$ cat config.mk
export PLATFORM = sky130hd
export DESIGN_NAME = prbs_predict
export DESIGN_NICKNAME = d
export VERILOG_FILES = /design/src/rtl/prbs_predict.sv
export SDC_FILE = /design/constraint.sdc
export NUM_CORES = 1
export LEC_CHECK = 0
export BUFFER_PORTS_ARGS = -buffer_cell sky130_fd_sc_hd__buf_4
export CAP_MARGIN = 40
export CORE_AREA = 2 2 39 41
export DETAILED_ROUTE_END_ITERATION = 6
export DIE_AREA = 0 0 41 43
export SYNTH_ARGS = -nofsm -noshare
export SYNTH_HDL_FRONTEND = slang
export SYNTH_SLANG_ARGS = --single-unit
$ cat constraint.sdc
create_clock -name vclk -period 0.8
set_input_delay 0.04 -clock vclk [all_inputs]
set_output_delay 0.04 -clock vclk [all_outputs]
set_load 0.05 [all_outputs]
$ cat src/rtl/prbs_predict.sv
// prbs_predict: predicts one word of a x^ORDER+x^(ORDER-1)+1 PRBS stream from the previous bits
//   seed_i : last ORDER received bits, seed_i[0] oldest
//   pred_o : predicted word, pred_o[0] oldest
module prbs_predict #(
  parameter int WORDWIDTH = 16,
  parameter int ORDER     = 7
) (
  input  logic [ORDER-1:0]     seed_i,
  output logic [WORDWIDTH-1:0] pred_o
);
  logic [ORDER-1:0] c;
  logic b;
  always_comb begin
    c = seed_i;
    b = 1'b0;
    pred_o = '0;
    for (int i = 0; i < WORDWIDTH; i++) begin
      b = c[1] ^ c[0];
      pred_o[i] = b;
      c = {b, c[ORDER-1:1]};
    end
  end
endmodule

==> results of run 1 <==
[metal layers]
metal / track usage [%] / up-vias / share of wire (%)
li1: - / 110 / -
met1: 9.39 / 81 / 34
met2: 10.9 / 21 / 47
met3: 0 / 0 / 19
met4: 0 / 0 / 0
met5: 0 / - / 0
[cells by family after synthesis]
family,after synthesis,share of synthesized area [%]
XOR/XNOR,17,90.6
buffers and inverters,3,9.42
[how the worst max path moves through the flow]
stage              start  slack [ns]          to
3_5_place_dp   seed_i[1]       -0.07  pred_o[14]
4_1_cts        seed_i[2]      -0.009  pred_o[15]
6_report       seed_i[0]       0.006  pred_o[12]
2_1_floorplan  seed_i[4]       -0.21  pred_o[11]
3_3_place_gp   seed_i[1]       -0.07  pred_o[14]
5_1_grt        seed_i[3]       -0.02  pred_o[15]
[per-stage QoR]
step                      power [W]  setup slack (ns)  area, µm²  hold WS, ns
after floorplan            0.000565            -0.209        304        0.208
after global placement     0.000833           -0.0695        542        0.446
after detailed placement   0.000836           -0.0727        542        0.444
after CTS                  0.000876          -0.00909        586        0.445
after global routing       0.000924           -0.0217        612        0.450
final                      0.000889           0.00557        612        0.437
[power groups by stage]
| stage | logic (W) | registers [W] | clock network, W |
|---|---|---|---|
| final | 0.000889 | 0 | 0 |
| after global placement | 0.000833 | 0 | 0 |
| after CTS | 0.000876 | 0 | 0 |
| after floorplan | 0.000565 | 0 | 0 |
| after detailed placement | 0.000836 | 0 | 0 |
| after global routing | 0.000924 | 0 | 0 |
[final cells by class]
cell class | instances | area [µm²] | area share (%)
inverters | 1 | 3.75 | 0.613
multi-input cells | 17 | 299 | 48.9
well taps | 16 | 20.0 | 3.27
repair buffers | 30 | 289 | 47.2
[worst max-delay path, delay by kind of cell]
| kind | cells | cell delay [ns] |
|---|---|---|
| buffers and inverters | 3 | 0.43 |
| XOR/XNOR | 2 | 0.27 |
[cells in the mapped netlist, drive strengths merged]
library cell,instances,area [µm²]
xor2,11,104
xnor2,6,52.6
buf,2,12.5
inv,1,3.75
[repair_timing]
action,in CTS,in global routing
endpoints found under the setup margin,6,5
gates resized for setup,9,5
pin swaps,3,4
buffers inserted,1,0
==> flow_metrics.py, run 1 <==
metrics = {
    "sta": {
        "timing.final.hold_violations": 0,
        "tightest_slew_ns": 0.226,
        "finalCritPeriodShare_pct": 99.3,
        "rsz0062_at_grt": "yes",
        "max_slew_margin_pct": 84.9,
        "maxSlewViolCount": 0,
        "period_needed_ns": 0.794,
        "tns_ns": 0,
        "final-setup-viol-count": 0,
        "max_freq_mhz": 1260,
    },
    "synthesis": {
        "yosysUniqueCellTypes": 6,
        "synth_area_um2": 173,
        "yosysWarningCount": 0,
        "synth_nets": 27,
        "postSynthAreaPerCell_um2": 8.63,
        "seq_area_frac_synth_pct": 0,
        "syn_inst": 20,
    },
    "routing": {
        "viasPerCell": 3.31,
        "antenna_left": 0,
        "wl_per_cell_um": 8.95,
        "via_count": 212,
        "route.detailed.drc": 0,
        "firstDrtPassIters": 1,
        "wl_um": 573,
        "drt_iter0_drc": 0,
    },
    "floorplanning": {
        "die_h_um": 43,
        "rows": 14,
        "ios": 23,
        "core_area_mm2": 0.00138,
        "start_util_pct": 12.5,
        "fp.dieW_um": 41,
        "dieArea_mm2": 0.00176,
    },
    "worst_hold_path": {
        "hold_depth": 3,
        "hold_path_end": "pred_o[1]",
        "hp-class": "primary input to output port",
        "min_from": "seed_i[2]",
    },
    "cts": {
        "hold_buffers": 0,
    },
    "power": {
        "p_int_w": 0.000351,
        "seqPwrFrac_pct": 0,
        "power_density_mw_per_mm2": 1450,
        "leakage_nw": 0.273,
        "switchingPower_w": 0.000538,
        "ir_worst_vdd_v": 0.000475,
        "p_sw_share_pct": 60.5,
        "p_comb_share_pct": 100.0,
        "power_frac_clock_pct": 0,
    },
    "worst_setup_path": {
        "max_stage_delay_ns": 0.17,
        "cpMostUsedCell": "xnor2_4",
        "crit_fanout": 4,
        "required_ns": 0.76,
        "slowest_stage": "buf_6",
        "cp-end-kind": "output port",
        "path_class": "primary input to output port",
        "path_cells": "buf_8 > xnor2_4 > buf_12 > xnor2_4 > buf_6",
        "start_kind": "primary input",
        "cp.arrival_ns": 0.75,
    },
    "finish": {
        "final_common_cell": "buf_4",
        "area_growth_pct": 254,
        "antennaDiodeCount": 0,
        "fillers": 136,
        "nets": 57,
        "seq_cells": 0,
        "post-route-util_pct": 44.2,
        "fin_cells": 64,
        "register_area_um2": 0,
        "drive_gt1_share_pct": 85.4,
        "nClkBuffers": 0,
        "layout_common_cells": "buf_4 (22), xor2_2 (5), xnor2_4 (4), xor2_1 (4)",
    },
    "global_routing": {
        "grt_pass1_vias": 176,
        "grt_max_degree": 5,
        "antenna_found_initial": 0,
        "grt-ovfl-total": 0,
        "grt_pass1_wl_um": 828,
        "grt_usage_pct": 6.44,
    },
    "run_status": {
        "status": "complete, no violations",
    },
    "placed_design": {
        "portBuffers": 23,
        "placed_cells": 63,
        "gp_congestion": 0.541,
    },
    "job": {
        "max_cap_viol_count": 0,
    },
}
(Power assumes the default switching activity.)
==> run 2, diff against run 1 <==
--- a/config.mk
+++ b/config.mk
@@ -10,6 +10,7 @@
 export CORE_AREA = 2 2 39 41
 export DETAILED_ROUTE_END_ITERATION = 6
 export DIE_AREA = 0 0 41 43
+export PLACE_DENSITY_LB_ADDON = 0.12
 export SYNTH_ARGS = -nofsm -noshare
 export SYNTH_HDL_FRONTEND = slang
 export SYNTH_SLANG_ARGS = --single-unit
==> run 2 against run 1 <==
The run now ends with setup timing left. First-iteration DRC count unchanged. Power decreased by 2.1%. Largest power group unchanged. Cell count decreased by 1.6%. Critical path depth unchanged. Global-route usage increased by 1.0 points. Combinational power decreased by 2%. Critical endpoint unchanged. Critical path type unchanged. Setup slack got worse by 0.013 ns. Non-clock buffer count decreased by 1. Maximum frequency decreased by 1.6%. Sequential cell count unchanged. Hold slack got worse by 0.0059 ns.
==> flow_metrics.py, run 2 (synthesis gave the netlist of run 1 again) <==
metrics = {
    "worst_setup_path": {
        "crit_fanout": 4,
        "cp.arrival_ns": 0.77,
        "path_cells": "buf_12 > xnor2_4 > buf_12 > xnor2_4 > buf_6",
        "max_stage_delay_ns": 0.17,
        "cp-end-kind": "output port",
        "start_kind": "primary input",
        "slowest_stage": "xnor2_4",
        "critPathTopFamily": "buffers and inverters",
        "path_buf_inv": 3,
        "required_ns": 0.76,
        "path_class": "primary input to output port",
    },
    "sta": {
        "period_needed_ns": 0.807,
        "maxSlewViolCount": 0,
        "hold_ws_ns": 0.431,
        "finalCritPeriodShare_pct": 101,
        "max_slew_margin_pct": 84.4,
        "timing.final.hold_violations": 0,
        "tightest_slew_ns": 0.234,
        "fin_ws_ns": -0.00706,
        "rsz0062_at_grt": "yes",
        "max_freq_mhz": 1240,
        "tns_ns": -0.0138,
        "final-setup-viol-count": 3,
    },
    "worst_hold_path": {
        "hp-class": "primary input to output port",
        "min_from": "seed_i[2]",
        "hold_path_end": "pred_o[1]",
        "hold_depth": 3,
    },
    "floorplanning": {
        "dieArea_mm2": 0.00176,
        "die_h_um": 43,
        "ios": 23,
        "start_util_pct": 12.5,
        "core_area_mm2": 0.00138,
        "rows": 14,
        "fp.dieW_um": 41,
    },
    "routing": {
        "firstDrtPassIters": 1,
        "drt_iter0_drc": 0,
        "viasPerCell": 3.49,
        "wl_um": 599,
        "antenna_left": 0,
        "route.detailed.drc": 0,
        "wl_per_cell_um": 9.51,
        "via_count": 220,
    },
    "global_routing": {
        "antenna_found_initial": 0,
        "grt-ovfl-total": 0,
        "grt_pass1_vias": 228,
        "grt_usage_pct": 7.47,
        "grt_pass1_wl_um": 959,
        "grt_max_degree": 5,
    },
    "run_status": {
        "violations": "setup timing",
        "status": "finished, violations left",
    },
    "finish": {
        "layout_common_cells": "buf_4 (22), xor2_2 (5), xor2_1 (4)",
        "post-route-util_pct": 42.3,
        "antennaDiodeCount": 0,
        "final_common_cell": "buf_4",
        "nClkBuffers": 0,
        "fin_cells": 63,
        "seq_cells": 0,
        "nets": 56,
        "drive_gt1_share_pct": 85.1,
        "area_growth_pct": 239,
        "fillers": 136,
        "register_area_um2": 0,
    },
    "placed_design": {
        "gp_congestion": 0.634,
        "portBuffers": 23,
        "placed_cells": 63,
        "place.detailed.hpwl_um": 588,
    },
    "power": {
        "ir_worst_vdd_v": 0.000447,
        "power_density_mw_per_mm2": 1490,
        "leakage_nw": 0.264,
        "total_power_w": 0.000870,
    },
    "job": {
        "max_cap_viol_count": 0,
    },
}
==> run 2: worst max-delay path by stage <==
stage | startpoint | cells past startpoint | slack, ns | endpoint
6_report | seed_i[1] | 5 | -0.007 | pred_o[12]
5_1_grt | seed_i[1] | 5 | -0.04 | pred_o[12]
4_1_cts | seed_i[1] | 5 | -0.02 | pred_o[12]
3_5_place_dp | seed_i[1] | 5 | -0.09 | pred_o[12]
3_3_place_gp | seed_i[1] | 5 | -0.08 | pred_o[14]
2_1_floorplan | seed_i[4] | 2 | -0.21 | pred_o[11]
==> run 2: metrics by stage <==
stage          setup WS [ns]  area, µm²
4_1_cts              -0.0175        578
2_1_floorplan         -0.209        304
5_1_grt              -0.0439        586
3_5_place_dp         -0.0857        542
6_report            -0.00706        586
3_3_place_gp         -0.0781        542
==> run 2: layout make-up <==
type	count	area (µm²)	share of cell area, %
Inverter	1	3.75	0.641
Tap cell	16	20.0	3.42
Timing Repair Buffer	29	274	46.8
Multi-Input combinational cell	17	288	49.1
==> run 2: power by group <==
part | total [W] | switching, W | internal (W)
combinational | 0.000870 | 0.000534 | 0.000336
clock | 0 | 0 | 0
sequential | 0 | 0 | 0
==> run 2: timing repair <==
item                       4_1_cts  5_1_grt
gates resized for setup          9        2
hold buffers                     0        0
setup buffers                    1        0
cloned                           0        0
pin swaps                        4        2
setup endpoints to repair        5        5
==> run 2: metal layers <==
layer	vias up	part of all wire, %	GRT usage [%]	wire length, µm
met5	-	0	0	0
met3	0	12	0.524	73
met1	95	28	7.84	167
li1	110	-	-	-
met4	0	0	0	0
met2	15	60	15.3	358
==> run 3, diff against run 2 <==
--- a/config.mk
+++ b/config.mk
@@ -5,12 +5,13 @@
 export SDC_FILE = /design/constraint.sdc
 export NUM_CORES = 1
 export LEC_CHECK = 0
-export BUFFER_PORTS_ARGS = -buffer_cell sky130_fd_sc_hd__buf_4
+export BUFFER_PORTS_ARGS = -buffer_cell sky130_fd_sc_hd__buf_2
 export CAP_MARGIN = 40
 export CORE_AREA = 2 2 39 41
 export DETAILED_ROUTE_END_ITERATION = 6
 export DIE_AREA = 0 0 41 43
 export PLACE_DENSITY_LB_ADDON = 0.12
+export SETUP_SLACK_MARGIN = 0.5
 export SYNTH_ARGS = -nofsm -noshare
 export SYNTH_HDL_FRONTEND = slang
 export SYNTH_SLANG_ARGS = --single-unit
==> constraint.sdc (replaced) <==
create_clock -name vclk -period 0.8
set_input_delay 0.04 -clock vclk [all_inputs]
set_output_delay 0.04 -clock vclk [all_outputs]
set_load 0.1 [all_outputs]
==> run 3 against run 2 <==
The flow still finishes with violations (setup timing). Largest cell class is now buffers. Setup slack worse by 0.076 ns. Highest routed layer unchanged. Cell count up 13%. Critical endpoint is now pred_o[15]. Wire length up 41%. Sequential cell count unchanged.
==> flow_metrics.py, run 3 (synthesis gave the netlist of run 1 again) <==
metrics = {
    "global_routing": {
        "grt-ovfl-total": 0,
        "grt_usage_pct": 12.6,
        "grt_max_degree": 5,
        "grt_pass1_vias": 308,
        "antenna_found_initial": 0,
        "grt_pass1_wl_mm": 1.51,
    },
    "power": {
        "switchingPower_w": 0.00106,
        "p_sw_share_pct": 59.8,
        "leakage_nw": 0.434,
        "seqPwrFrac_pct": 0,
        "power_frac_clock_pct": 0,
        "power_density_mw_per_mm2": 1630,
        "p_comb_share_pct": 100.0,
        "ir_worst_vdd_v": 0.000809,
        "total_power_w": 0.00176,
        "p_int_w": 0.000710,
    },
    "placed_design": {
        "portBuffers": 23,
        "gp_congestion": 0.638,
        "place.detailed.hpwl_um": 713,
        "placed_cells": 71,
    },
    "routing": {
        "wl_um": 843,
        "route.detailed.drc": 0,
        "viasPerCell": 3.68,
        "wl_per_cell_um": 11.9,
        "firstDrtPassIters": 1,
        "drt_iter0_drc": 0,
        "via_count": 261,
        "antenna_left": 0,
    },
    "worst_setup_path": {
        "required_ns": 0.76,
        "path_class": "primary input to output port",
        "start_kind": "primary input",
        "cp.arrival_ns": 0.84,
        "crit_cells": 5,
        "startpoint": "seed_i[1]",
        "critPathTopFamily": "buffers and inverters",
        "max_stage_delay_ns": 0.21,
        "cp-end-kind": "output port",
        "crit_fanout": 3,
        "slowest_stage": "xnor2_2",
        "path_cells": "buf_8 > buf_8 > xnor2_2 > xnor2_2 > buf_12",
        "path_buf_inv": 3,
    },
    "sta": {
        "max_freq_mhz": 1130,
        "finalCritPeriodShare_pct": 110,
        "rsz0062_at_grt": "yes",
        "tns_ns": -0.346,
        "fin_ws_ns": -0.0832,
        "max_slew_margin_pct": 82.3,
        "period_needed_ns": 0.883,
        "timing.final.hold_violations": 0,
        "tightest_slew_ns": 0.264,
        "final-setup-viol-count": 6,
        "maxSlewViolCount": 0,
    },
    "finish": {
        "nets": 64,
        "drive_gt1_share_pct": 100,
        "area_growth_pct": 525,
        "register_area_um2": 0,
        "final_common_cell": "buf_12",
        "post-route-util_pct": 78.0,
        "fin_cells": 71,
        "antennaDiodeCount": 0,
        "seq_cells": 0,
        "layout_common_cells": "buf_12 (19), xor2_4 (11), buf_8 (8), buf_6 (8), xnor2_4 (4)",
        "nClkBuffers": 0,
    },
    "floorplanning": {
        "dieArea_mm2": 0.00176,
        "rows": 14,
        "core_area_mm2": 0.00138,
        "ios": 23,
        "start_util_pct": 12.5,
        "die_h_um": 43,
        "fp.dieW_um": 41,
    },
    "worst_hold_path": {
        "hp-class": "primary input to output port",
        "min_from": "seed_i[4]",
        "hold_depth": 4,
    },
    "run_status": {
        "violations": "setup timing",
        "status": "finished, violations left",
    },
    "job": {
        "max_cap_viol_count": 0,
    },
    "cts": {
        "hold_buffers": 0,
    },
}
==> run 3: changes by cell type in the layout (fill, tap and decap cells not counted) <==
cell / change
buf_4: -20
buf_12: +16
xor2_4: +9
buf_8: +7
buf_6: +5
xor2_2: -5
xor2_1: -4
xnor2_1: -2
inv_1: -1
inv_6: +1
xnor2_2: +1
xnor2_4: +1
==> run 3: power by group through the flow <==
| stage | combinational [W] | sequential (W) | clock [W] |
|---|---|---|---|
| final | 0.00176 | 0 | 0 |
| after floorplan | 0.00104 | 0 | 0 |
| after detailed placement | 0.00167 | 0 | 0 |
| after global placement | 0.00166 | 0 | 0 |
| after global routing | 0.00181 | 0 | 0 |
| after CTS | 0.00176 | 0 | 0 |
==> run 3: area by class of cell <==
type / count / area [µm²]
Timing Repair Buffer: 37 / 606
Multi-Input combinational cell: 17 / 445
Fill cell: 77 / 304
Tap cell: 16 / 20.0
Inverter: 1 / 8.76
==> run 3: worst paths after layout <==
| check | end |
|---|---|
| max | pred_o[15] |
| min | pred_o[11] |
==> run 3: per-stage QoR <==
stage               hold WS, ns  cell area (µm²)  setup WS, ns
floorplan                 0.276              465        -0.575
global placement          0.560              937        -0.176
detailed placement        0.565              937        -0.195
CTS                       0.526             1070       -0.0921
global route              0.544             1080        -0.114
finish                    0.524             1080       -0.0832
==> run 3: layer usage <==
layer | vias to the layer above | GRT usage (%) | routed length [µm]
li1 | 127 | - | -
met1 | 121 | 13.3 | 215
met2 | 13 | 25.9 | 582
met3 | 0 | 0.524 | 45
met4 | 0 | 0 | 0
met5 | - | 0 | 0
==> run 3: what timing repair did <==
item / in CTS / in global routing
pin swaps: 11 / 1
setup endpoints to repair: 16 / 16
buffers inserted: 0 / 0
gates resized for setup: 34 / 4
